[config.mk]
export PLATFORM = sky130hd
export DESIGN_NAME = sparse_map_encoder_flat
export DESIGN_NICKNAME = d
export VERILOG_FILES = /design/src/rtl/sparse_map_encoder_pkg.sv /design/src/rtl/sparse_map_encoder_if.sv /design/src/rtl/sparse_map_encoder_packer.sv /design/src/rtl/sparse_map_encoder.sv /design/src/flat_wrapper.sv
export SDC_FILE = /design/constraint.sdc
export NUM_CORES = 2
export LEC_CHECK = 0
export BUFFER_PORTS_ARGS = -buffer_cell sky130_fd_sc_hd__buf_2
export CAP_MARGIN = 20
export CORE_MARGIN = 10
export CORE_UTILIZATION = 30
export CTS_BUF_LIST = sky130_fd_sc_hd__clkbuf_4 sky130_fd_sc_hd__clkbuf_8 sky130_fd_sc_hd__clkbuf_16
export CTS_CLUSTER_SIZE = 10
export DETAILED_ROUTE_END_ITERATION = 10
export PLACE_DENSITY = 0.49
export RECOVER_POWER = 50
export SETUP_SLACK_MARGIN = 0.5
export SLEW_MARGIN = 10
export SYNTH_ARGS = -nofsm -noshare
export SYNTH_HDL_FRONTEND = slang
export SYNTH_SLANG_ARGS = --single-unit
[constraint.sdc]
create_clock -name clk -period 15.18 [get_ports clk]
set_clock_uncertainty 0.2 [all_clocks]
set_input_delay 2.277 -clock clk [delete_from_list [all_inputs] [get_ports clk]]
set_output_delay 2.277 -clock clk [all_outputs]
set_load 0.01 [all_outputs]
[src/rtl/sparse_map_encoder_pkg.sv]
// ---------------------------------------------------------------------------
// sme_pkg -- shared types and helpers for sparse_map_encoder.
//
// Contents:
//   sme_state_t    : controller states (IDLE .. SM_REQ)
//   CMD_WR         : memory-port burst write command
//   ceil_div()     : integer ceiling division used for word counts
//   group_px()     : G, pixels (and map bits) per group
//   map_words()    : words needed to store one group's map
//   max_px_words() : words needed for a fully dense group
//   DEF_*          : derived constants for the default parameter set
// ---------------------------------------------------------------------------
package sme_pkg;

    typedef enum logic [2:0] {
        IDLE    = 3'd0,
        COLLECT = 3'd1,
        ENCODE  = 3'd2,
        PX_BUF  = 3'd3,
        PX_REQ  = 3'd4,
        SM_BUF  = 3'd5,
        SM_REQ  = 3'd6
    } sme_state_t;

    localparam logic [3:0] CMD_WR = 4'h1;

    function automatic int ceil_div(input int a, input int b);
        return (a + b - 1) / b;
    endfunction

    function automatic int group_px(input int lanes, input int beats);
        return lanes * beats;
    endfunction

    function automatic int map_words(input int g, input int mem_w);
        return ceil_div(g, mem_w);
    endfunction

    function automatic int max_px_words(input int g, input int px_w, input int mem_w);
        return ceil_div(g * px_w, mem_w);
    endfunction

    localparam int DEF_G            = group_px(8, 2);
    localparam int DEF_MAP_WORDS    = map_words(DEF_G, 32);
    localparam int DEF_MAX_PX_WORDS = max_px_words(DEF_G, 8, 32);

endpackage

[src/rtl/sparse_map_encoder_if.sv]
// ---------------------------------------------------------------------------
// sparse_map_encoder_if -- upstream pixel stream plus PRE memory-port write
// handshake for sparse_map_encoder.
//
// Signals:
//   din/din_vld/din_rdy : pixel beats, accepted when din_vld & din_rdy
//   mem_wr_buf/mem_wdata: one write-buffer word per cycle
//   mem_req/mem_cmd/mem_addr/mem_len : burst request, held until mem_gnt
//   mem_gnt             : one-cycle grant from the memory controller
//
// Modports:
//   master : the encoder (consumes pixels, drives the memory port)
//   slave  : the environment (pixel source + memory controller)
// ---------------------------------------------------------------------------
interface sparse_map_encoder_if #(
    parameter int PX_W   = 8,
    parameter int LANES  = 8,
    parameter int MEM_W  = 32,
    parameter int ADDR_W = 32
);
    logic [LANES*PX_W-1:0] din;
    logic                  din_vld;
    logic                  din_rdy;
    logic                  mem_wr_buf;
    logic [MEM_W-1:0]      mem_wdata;
    logic                  mem_req;
    logic [3:0]            mem_cmd;
    logic [ADDR_W-1:0]     mem_addr;
    logic [7:0]            mem_len;
    logic                  mem_gnt;

    modport master (
        input  din, din_vld, mem_gnt,
        output din_rdy, mem_wr_buf, mem_wdata, mem_req, mem_cmd, mem_addr, mem_len
    );

    modport slave (
        output din, din_vld, mem_gnt,
        input  din_rdy, mem_wr_buf, mem_wdata, mem_req, mem_cmd, mem_addr, mem_len
    );
endinterface

[src/rtl/sparse_map_encoder_packer.sv]
// ---------------------------------------------------------------------------
// sme_packer -- combinational G-input sparse compaction.
//
// Ports:
//   pix        in  G*PX_W  group pixels, pixel k at [k*PX_W +: PX_W]
//   thresh     in  PX_W    a pixel counts as non-zero when pix > thresh
//   map        out G       per-pixel non-zero bitmap
//   nnz        out NNZ_W   popcount of map
//   packed_px  out OUT_W   non-zero pixels in ascending k, first at bit 0,
//                          upper bits zero
//
// Each non-zero pixel lands in the slot given by the count of non-zero
// pixels below it (running prefix count).
// ---------------------------------------------------------------------------
module sme_packer #(
    parameter int PX_W  = 8,
    parameter int G     = 16,
    parameter int OUT_W = 128,
    parameter int NNZ_W = $clog2(G + 1)
) (
    input  logic [G*PX_W-1:0] pix,
    input  logic [PX_W-1:0]   thresh,
    output logic [G-1:0]      map,
    output logic [NNZ_W-1:0]  nnz,
    output logic [OUT_W-1:0]  packed_px
);

    for (genvar gi = 0; gi < G; gi++) begin : g_map
        assign map[gi] = (pix[gi*PX_W +: PX_W] > thresh);
    end

    always_comb begin
        logic [NNZ_W-1:0] cnt;
        cnt       = '0;
        packed_px = '0;
        for (int k = 0; k < G; k++) begin
            if (map[k]) begin
                packed_px[cnt*PX_W +: PX_W] = pix[k*PX_W +: PX_W];
                cnt = cnt + NNZ_W'(1);
            end
        end
        nnz = cnt;
    end

endmodule

[src/rtl/sparse_map_encoder.sv]
// ---------------------------------------------------------------------------
// sparse_map_encoder -- PRE-path sparse-map encoder.
//
// Collects BEATS beats of LANES pixels, builds a non-zero bitmap, packs the
// non-zero pixels densely and writes two bursts per group through the
// memory port: packed pixels (skipped when the group is all zero), then the
// zero-padded map. Pointers advance per group and wrap modulo 2^ADDR_W.
//
// Ports:
//   clk, rst            clock; asynchronous active-high reset
//   start               one-cycle pulse, loads config in IDLE
//   cfg_px_base         byte base of packed-pixel region
//   cfg_map_base        byte base of map region
//   cfg_num_groups      groups per frame (0 = done immediately)
//   cfg_thresh          only with SME_ZERO_THRESH_EN: pixels <= thresh are
//                       treated as zero
//   bus                 sparse_map_encoder_if.master (pixel stream + memory)
//   busy                high from start up to and including the done pulse
//   done                one-cycle pulse at end of frame
//
// Build option: define SME_ZERO_THRESH_EN to add cfg_thresh.
// ---------------------------------------------------------------------------
module sparse_map_encoder
    import sme_pkg::*;
#(
    parameter int PX_W   = 8,
    parameter int LANES  = 8,
    parameter int BEATS  = 2,
    parameter int MEM_W  = 32,
    parameter int ADDR_W = 32
) (
    input  logic              clk,
    input  logic              rst,
    input  logic              start,
    input  logic [ADDR_W-1:0] cfg_px_base,
    input  logic [ADDR_W-1:0] cfg_map_base,
    input  logic [15:0]       cfg_num_groups,
`ifdef SME_ZERO_THRESH_EN
    input  logic [PX_W-1:0]   cfg_thresh,
`endif
    sparse_map_encoder_if.master bus,
    output logic              busy,
    output logic              done
);

    localparam int G            = group_px(LANES, BEATS);
    localparam int BEAT_PX_W    = LANES * PX_W;
    localparam int PPW          = MEM_W / PX_W;
    localparam int MAP_WORDS    = map_words(G, MEM_W);
    localparam int MAX_PX_WORDS = max_px_words(G, PX_W, MEM_W);
    localparam int PK_W         = MAX_PX_WORDS * MEM_W;
    localparam int MAP_PAD_W    = MAP_WORDS * MEM_W;
    localparam int NNZ_W        = $clog2(G + 1);
    localparam int BEAT_W       = (BEATS > 1) ? $clog2(BEATS) : 1;
    localparam int WORD_BYTES   = MEM_W / 8;

    sme_state_t state_reg, state_next;

    logic [BEAT_W-1:0]    beat_cnt_reg;
    logic [BEAT_PX_W-1:0] beat_buf_reg [BEATS];
    logic [G*PX_W-1:0]    pix_flat;
    logic [MAP_PAD_W-1:0] map_reg;
    logic [PK_W-1:0]      packed_reg;
    logic [8:0]           px_words_reg;
    logic [8:0]           word_idx_reg;
    logic [ADDR_W-1:0]    px_ptr_reg;
    logic [ADDR_W-1:0]    map_ptr_reg;
    logic [15:0]          grp_cnt_reg;
    logic                 busy_reg;
    logic                 done_reg;
    logic [PX_W-1:0]      thresh_use;

    logic [G-1:0]         map_c;
    logic [NNZ_W-1:0]     nnz_c;
    logic [PK_W-1:0]      packed_c;
    logic [8:0]           px_words_c;

`ifdef SME_ZERO_THRESH_EN
    logic [PX_W-1:0] thresh_reg;

    always_ff @(posedge clk or posedge rst) begin
        if (rst) begin
            thresh_reg <= '0;
        end else if (state_reg == IDLE && start) begin
            thresh_reg <= cfg_thresh;
        end
    end

    assign thresh_use = thresh_reg;
`else
    // Strictly-greater-than zero is the same test as non-zero.
    assign thresh_use = '0;
`endif

    // Beat slot b holds pixels b*LANES .. b*LANES+LANES-1.
    for (genvar gi = 0; gi < BEATS; gi++) begin : g_flat
        assign pix_flat[gi*BEAT_PX_W +: BEAT_PX_W] = beat_buf_reg[gi];
    end

    sme_packer #(
        .PX_W  (PX_W),
        .G     (G),
        .OUT_W (PK_W),
        .NNZ_W (NNZ_W)
    ) u_packer (
        .pix       (pix_flat),
        .thresh    (thresh_use),
        .map       (map_c),
        .nnz       (nnz_c),
        .packed_px (packed_c)
    );

    assign px_words_c = 9'((32'(nnz_c) + PPW - 1) / PPW);

    always_ff @(posedge clk or posedge rst) begin
        if (rst) begin
            state_reg <= IDLE;
        end else begin
            state_reg <= state_next;
        end
    end

    always_comb begin
        state_next      = state_reg;
        bus.din_rdy     = 1'b0;
        bus.mem_wr_buf  = 1'b0;
        bus.mem_wdata   = '0;
        bus.mem_req     = 1'b0;
        bus.mem_cmd     = 4'h0;
        bus.mem_addr    = '0;
        bus.mem_len     = 8'h00;

        case (state_reg)
            IDLE: begin
                if (start && cfg_num_groups != 16'd0) state_next = COLLECT;
            end
            COLLECT: begin
                bus.din_rdy = 1'b1;
                if (bus.din_vld && beat_cnt_reg == BEAT_W'(BEATS - 1)) state_next = ENCODE;
            end
            ENCODE: begin
                state_next = (nnz_c == '0) ? SM_BUF : PX_BUF;
            end
            PX_BUF: begin
                bus.mem_wr_buf = 1'b1;
                bus.mem_wdata  = packed_reg[word_idx_reg*MEM_W +: MEM_W];
                if (word_idx_reg == px_words_reg - 9'd1) state_next = PX_REQ;
            end
            PX_REQ: begin
                bus.mem_req  = 1'b1;
                bus.mem_cmd  = CMD_WR;
                bus.mem_addr = px_ptr_reg;
                bus.mem_len  = 8'(px_words_reg - 9'd1);
                if (bus.mem_gnt) state_next = SM_BUF;
            end
            SM_BUF: begin
                bus.mem_wr_buf = 1'b1;
                bus.mem_wdata  = map_reg[word_idx_reg*MEM_W +: MEM_W];
                if (word_idx_reg == 9'(MAP_WORDS - 1)) state_next = SM_REQ;
            end
            SM_REQ: begin
                bus.mem_req  = 1'b1;
                bus.mem_cmd  = CMD_WR;
                bus.mem_addr = map_ptr_reg;
                bus.mem_len  = 8'(MAP_WORDS - 1);
                if (bus.mem_gnt) state_next = (grp_cnt_reg == 16'd1) ? IDLE : COLLECT;
            end
            default: state_next = IDLE;
        endcase
    end

    always_ff @(posedge clk or posedge rst) begin
        if (rst) begin
            beat_cnt_reg <= '0;
            for (int b = 0; b < BEATS; b++) beat_buf_reg[b] <= '0;
            map_reg      <= '0;
            packed_reg   <= '0;
            px_words_reg <= '0;
            word_idx_reg <= '0;
            px_ptr_reg   <= '0;
            map_ptr_reg  <= '0;
            grp_cnt_reg  <= '0;
            busy_reg     <= 1'b0;
            done_reg     <= 1'b0;
        end else begin
            done_reg <= 1'b0;
            // busy covers the done cycle, then drops unless a new frame starts.
            if (done_reg) busy_reg <= 1'b0;

            case (state_reg)
                IDLE: begin
                    if (start) begin
                        px_ptr_reg   <= cfg_px_base;
                        map_ptr_reg  <= cfg_map_base;
                        grp_cnt_reg  <= cfg_num_groups;
                        beat_cnt_reg <= '0;
                        busy_reg     <= 1'b1;
                        if (cfg_num_groups == 16'd0) done_reg <= 1'b1;
                    end
                end
                COLLECT: begin
                    if (bus.din_vld) begin
                        for (int b = 0; b < BEATS; b++) begin
                            if (beat_cnt_reg == BEAT_W'(b)) beat_buf_reg[b] <= bus.din;
                        end
                        beat_cnt_reg <= (beat_cnt_reg == BEAT_W'(BEATS - 1)) ?
                                        '0 : beat_cnt_reg + BEAT_W'(1);
                    end
                end
                ENCODE: begin
                    map_reg      <= MAP_PAD_W'(map_c);
                    packed_reg   <= packed_c;
                    px_words_reg <= px_words_c;
                    word_idx_reg <= '0;
                end
                PX_BUF: begin
                    word_idx_reg <= (word_idx_reg == px_words_reg - 9'd1) ?
                                    '0 : word_idx_reg + 9'd1;
                end
                PX_REQ: begin
                    if (bus.mem_gnt) begin
                        px_ptr_reg <= px_ptr_reg +
                                      ADDR_W'(px_words_reg) * ADDR_W'(WORD_BYTES);
                    end
                end
                SM_BUF: begin
                    word_idx_reg <= (word_idx_reg == 9'(MAP_WORDS - 1)) ?
                                    '0 : word_idx_reg + 9'd1;
                end
                SM_REQ: begin
                    if (bus.mem_gnt) begin
                        map_ptr_reg <= map_ptr_reg + ADDR_W'(MAP_WORDS * WORD_BYTES);
                        grp_cnt_reg <= grp_cnt_reg - 16'd1;
                        if (grp_cnt_reg == 16'd1) done_reg <= 1'b1;
                    end
                end
                default: ;
            endcase
        end
    end

    assign busy = busy_reg;
    assign done = done_reg;

endmodule

[src/flat_wrapper.sv]
// flat-port wrapper written by rule: the top's interface ports become plain ports
module sparse_map_encoder_flat import sme_pkg::*;
#(
    parameter int PX_W   = 8,
    parameter int LANES  = 8,
    parameter int BEATS  = 2,
    parameter int MEM_W  = 32,
    parameter int ADDR_W = 32
)
  (clk, rst, start, cfg_px_base, cfg_map_base, cfg_num_groups, busy, done, bus_din, bus_din_vld, bus_mem_gnt, bus_din_rdy, bus_mem_wr_buf, bus_mem_wdata, bus_mem_req, bus_mem_cmd, bus_mem_addr, bus_mem_len);
  sparse_map_encoder_if #(.PX_W(PX_W), .LANES(LANES), .MEM_W(MEM_W), .ADDR_W(ADDR_W)) bus_i ();
  input  logic clk;
  input  logic rst;
  input  logic start;
  input  logic [ADDR_W-1:0] cfg_px_base;
  input  logic [ADDR_W-1:0] cfg_map_base;
  input  logic [15:0] cfg_num_groups;
  output logic busy;
  output logic done;
  input wire logic [$bits(bus_i.din)-1:0] bus_din;
  input wire logic [$bits(bus_i.din_vld)-1:0] bus_din_vld;
  input wire logic [$bits(bus_i.mem_gnt)-1:0] bus_mem_gnt;
  output wire logic [$bits(bus_i.din_rdy)-1:0] bus_din_rdy;
  output wire logic [$bits(bus_i.mem_wr_buf)-1:0] bus_mem_wr_buf;
  output wire logic [$bits(bus_i.mem_wdata)-1:0] bus_mem_wdata;
  output wire logic [$bits(bus_i.mem_req)-1:0] bus_mem_req;
  output wire logic [$bits(bus_i.mem_cmd)-1:0] bus_mem_cmd;
  output wire logic [$bits(bus_i.mem_addr)-1:0] bus_mem_addr;
  output wire logic [$bits(bus_i.mem_len)-1:0] bus_mem_len;
  assign bus_i.din = bus_din;
  assign bus_i.din_vld = bus_din_vld;
  assign bus_i.mem_gnt = bus_mem_gnt;
  assign bus_din_rdy = bus_i.din_rdy;
  assign bus_mem_wr_buf = bus_i.mem_wr_buf;
  assign bus_mem_wdata = bus_i.mem_wdata;
  assign bus_mem_req = bus_i.mem_req;
  assign bus_mem_cmd = bus_i.mem_cmd;
  assign bus_mem_addr = bus_i.mem_addr;
  assign bus_mem_len = bus_i.mem_len;
  sparse_map_encoder #(.PX_W(PX_W), .LANES(LANES), .BEATS(BEATS), .MEM_W(MEM_W), .ADDR_W(ADDR_W)) u_core (.clk(clk), .rst(rst), .start(start), .cfg_px_base(cfg_px_base), .cfg_map_base(cfg_map_base), .cfg_num_groups(cfg_num_groups), .bus(bus_i), .busy(busy), .done(done));
endmodule
==> results.py <==
metrics = {
    "worst_setup_path": {
        "critPathLaunchType": "flop",
        "critPathArrivalTime_ns": 14.52,
        "r2r_end": "u_core.packed_reg[14]",
        "r2r_cells": 57,
        "max_stage_delay_ns": 0.60,
        "cp_top_family": "adder cells",
        "path_class": "flop to flop",
        "r2r_start": "u_core.beat_buf_reg[84]",
        "crit_required_ns": 15.52,
        "worstSetupStartpoint": "u_core.beat_buf_reg[84]",
        "endpoint_kind": "flop",
        "cp_common_cell": "ha_1",
        "cpMaxStageDelayCell": "dfrtp_1",
        "crit_fanout": 15,
        "crit_buf_inv": 13,
        "reg2reg_slack_ns": 1.00,
    },
    "drt": {
        "drt-pass1-iter-count": 9,
        "drc": 0,
        "dr_total_vias": 52000,
        "dr.first_iter.drc_count": 7702,
        "vias_per_cell": 6.69,
        "wl_mm": 265,
        "wire_per_inst_um": 34.1,
        "final_antenna_net_count": 0,
    },
    "floorplanning": {
        "placementRows": 138,
        "die_area_um2": 158000,
        "ioPinCount": 230,
        "core_area_um2": 142000,
        "die_h_um": 397,
        "initial_core_util_pct": 30.2,
        "dieWidth_um": 397,
    },
    "synthesis": {
        "ys_warn_count": 0,
        "yosysSeqAreaShare_pct": 22.0,
        "ys.flop_type": "dfrtp_1",
        "ys_async_sr_fraction_pct": 100,
        "avgSynthCellArea_um2": 7.28,
        "synth_area_um2": 42700,
        "synth_seq_cells": 375,
        "synth_edf_count": 0,
        "syn_inst": 5873,
        "yosys.cell_types.count": 124,
    },
    "min_path": {
        "hold_depth": 2,
        "hold_class": "flop to flop",
        "holdPathEnd": "u_core.packed_reg[50]",
        "hp-start": "u_core.packed_reg[50]",
    },
    "cts": {
        "worst_skew_pair.late_latency_ns": 0.66,
        "cts-root-buf": "clkbuf_16",
        "cts_max_path_buffers": 3,
        "htree_levels": 2,
        "cts_sinks": 375,
        "clkTransAtPathRegs_ns": 0.06,
        "cts_tree": "yes",
        "cts_buffers": 48,
    },
    "finish": {
        "area_delta_synth_final_pct": 11.8,
        "fin_nets": 6040,
        "drive_gt1_share_pct": 15.8,
        "fillCellCount": 15400,
        "fin_area_um2": 47800,
    },
    "sta": {
        "finalSetupViolCount": 0,
        "period_share_pct": 93.4,
        "rsz0062_at_grt": "yes",
        "setup_tns_ns": 0,
        "tightestPinTransition_ns": 5.89,
        "timing.final.ws_setup_ns": 1.00,
        "hold_viol": 0,
        "slew_violations": 592,
        "hold_slack_ns": 0.276,
        "relSlewSlack_pct": -295,
        "fin_crit_ns": 14.18,
        "fmax_mhz": 70.5,
    },
    "run": {
        "maxCapViolCount": 10,
    },
    "place": {
        "hpwl_mm": 206,
        "dpl_cell_area_um2": 46000,
        "io_buffers": 226,
        "pre_cts_slack_ns": 0.681,
        "gp_congestion": 1.07,
    },
    "global_route": {
        "grt_pass1_wl_mm": 367,
        "antenna_found_initial": 21,
        "first_global_vias": 47400,
        "grt_max_degree": 127,
        "grt_remaining_overflow": 0,
        "grt_use_total_pct": 31.6,
    },
    "outcome": {
        "violations": "capacitance limit, slew limit",
        "status": "finished with violations",
    },
}
worst register-to-register path, delay by kind of cell, from the launching register on:
kind            cells  cell delay (ns)
fa+ha+maj          13             5.08
compound gates     15             3.72
simple gates       16             2.51
buf+inv            13             1.95
flops               1             0.60
routing by layer:
layer,global-route usage [%],vias up,wire [um]
met5,0,-,90
met1,42.9,25400,109000
met2,46.4,3583,111000
met4,15.8,4,16000
met3,7.28,762,28900
li1,-,22300,-
stage by stage:
stage | std cells | utilization (%)
2_1_floorplan | 5875 | -
4_1_cts | 7749 | 33.6
6_report | 7775 | 33.8
3_5_place_dp | 7668 | 32.5
3_3_place_gp | 7667 | 32.5
5_1_grt | 7768 | 33.7
timing repair:
action | 4_1_cts | 5_1_grt
setup endpoints to repair | 0 | 138
buffers inserted | 0 | 5
gates resized for setup | 0 | 28
hold buffers | 0 | 0
area by class of cell:
class                      instances  area (um^2)  area share (%)
tap                             1890         2360            4.95
antenna                           12         30.0          0.0628
clock inverter                     9          163           0.340
multi-input combinational       4868        31200            65.2
timing repair buffer             474         2960            6.19
inverter                          75          283           0.592
clock buffer                      72         1440            3.01
sequential                       375         9390            19.6
synthesized netlist by cell type, types with 17 or more instances:
cell type | count | area, um^2
xnor2_1 | 43 | 377
a32o_1 | 23 | 230
a22oi_1 | 72 | 541
a211oi_1 | 205 | 1540
nor4_1 | 74 | 463
nor3_1 | 169 | 846
and2_1 | 96 | 601
or3_1 | 40 | 250
a221oi_1 | 32 | 280
a21o_1 | 33 | 248
nor2b_1 | 17 | 106
a211o_1 | 59 | 517
mux4_2 | 32 | 721
o2111ai_1 | 23 | 201
nand3_1 | 291 | 1460
nor2_1 | 566 | 2120
o31ai_1 | 30 | 225
nand2b_1 | 34 | 213
nand2_1 | 721 | 2710
a31oi_1 | 107 | 669
clkbuf_1 | 459 | 1720
a32oi_1 | 46 | 403
buf_1 | 44 | 165
mux2_2 | 161 | 1810
nand4_1 | 49 | 307
nor3b_1 | 17 | 128
or2_2 | 17 | 106
or4_1 | 28 | 210
a311oi_1 | 66 | 578
mux2i_1 | 139 | 1390
ha_1 | 47 | 588
o21ai_0 | 326 | 1630
buf_2 | 40 | 200
o22ai_1 | 90 | 563
a21oi_1 | 519 | 2600
dfrtp_1 | 375 | 9380
and3_1 | 99 | 619
o211ai_1 | 161 | 1210
a22o_1 | 22 | 193
o21ai_1 | 24 | 120
inv_1 | 64 | 240
o311ai_0 | 19 | 166
logic make-up (layout without fill, tap and decap cells):
| family | after synthesis | count (layout) | share of synthesized area, % |
|---|---|---|---|
| AND/OR/NAND/NOR | 2297 | 2297 | 25.5 |
| AO/OA/AOI/OAI | 2106 | 2106 | 33.6 |
| buffers and inverters | 632 | 630 | 5.84 |
| flip-flops | 375 | 375 | 22.0 |
| multiplexers | 332 | 332 | 9.18 |
| XOR/XNOR | 81 | 81 | 2.37 |
| adder cells (fa/ha/maj) | 49 | 49 | 1.47 |
| other | 1 | 15 | 0.00877 |
worst max path at each step:
stage / end / depth (start not counted)
detailed placement: u_core.packed_reg[108] / 50
CTS: u_core.packed_reg[110] / 50
global placement: u_core.packed_reg[108] / 50
floorplan: u_core.beat_buf_reg[0] / 1
global route: u_core.packed_reg[14] / 57
finish: u_core.packed_reg[14] / 57
layout by cell type, fill, tap and decap left out, types with 27 or more instances in the layout:
master and count:
mux2_2 160, o31ai_1 27, a22oi_1 72, a21o_1 33
or4_1 28, clkbuf_16 48, a211oi_1 203, xnor2_1 39
buf_4 233, o211ai_1 161, buf_2 224, a32oi_1 46
a311oi_1 61, dfrtp_1 373, nand3_1 291, nor4_1 63
nand2b_1 34, nor2_1 561, a221oi_1 31, and2_1 94
and3_1 99, nand2_1 721, mux2i_1 138, nand4_1 49
ha_1 46, o21ai_0 323, inv_1 63, a31oi_1 107
mux4_2 32, or3_1 39, o21ai_1 27, o22ai_1 90
nor3_1 166, a21oi_1 513, a211o_1 59
Power is not shown: default switching activity piles up to over one toggle a cycle in this logic, so the estimate is an artifact.
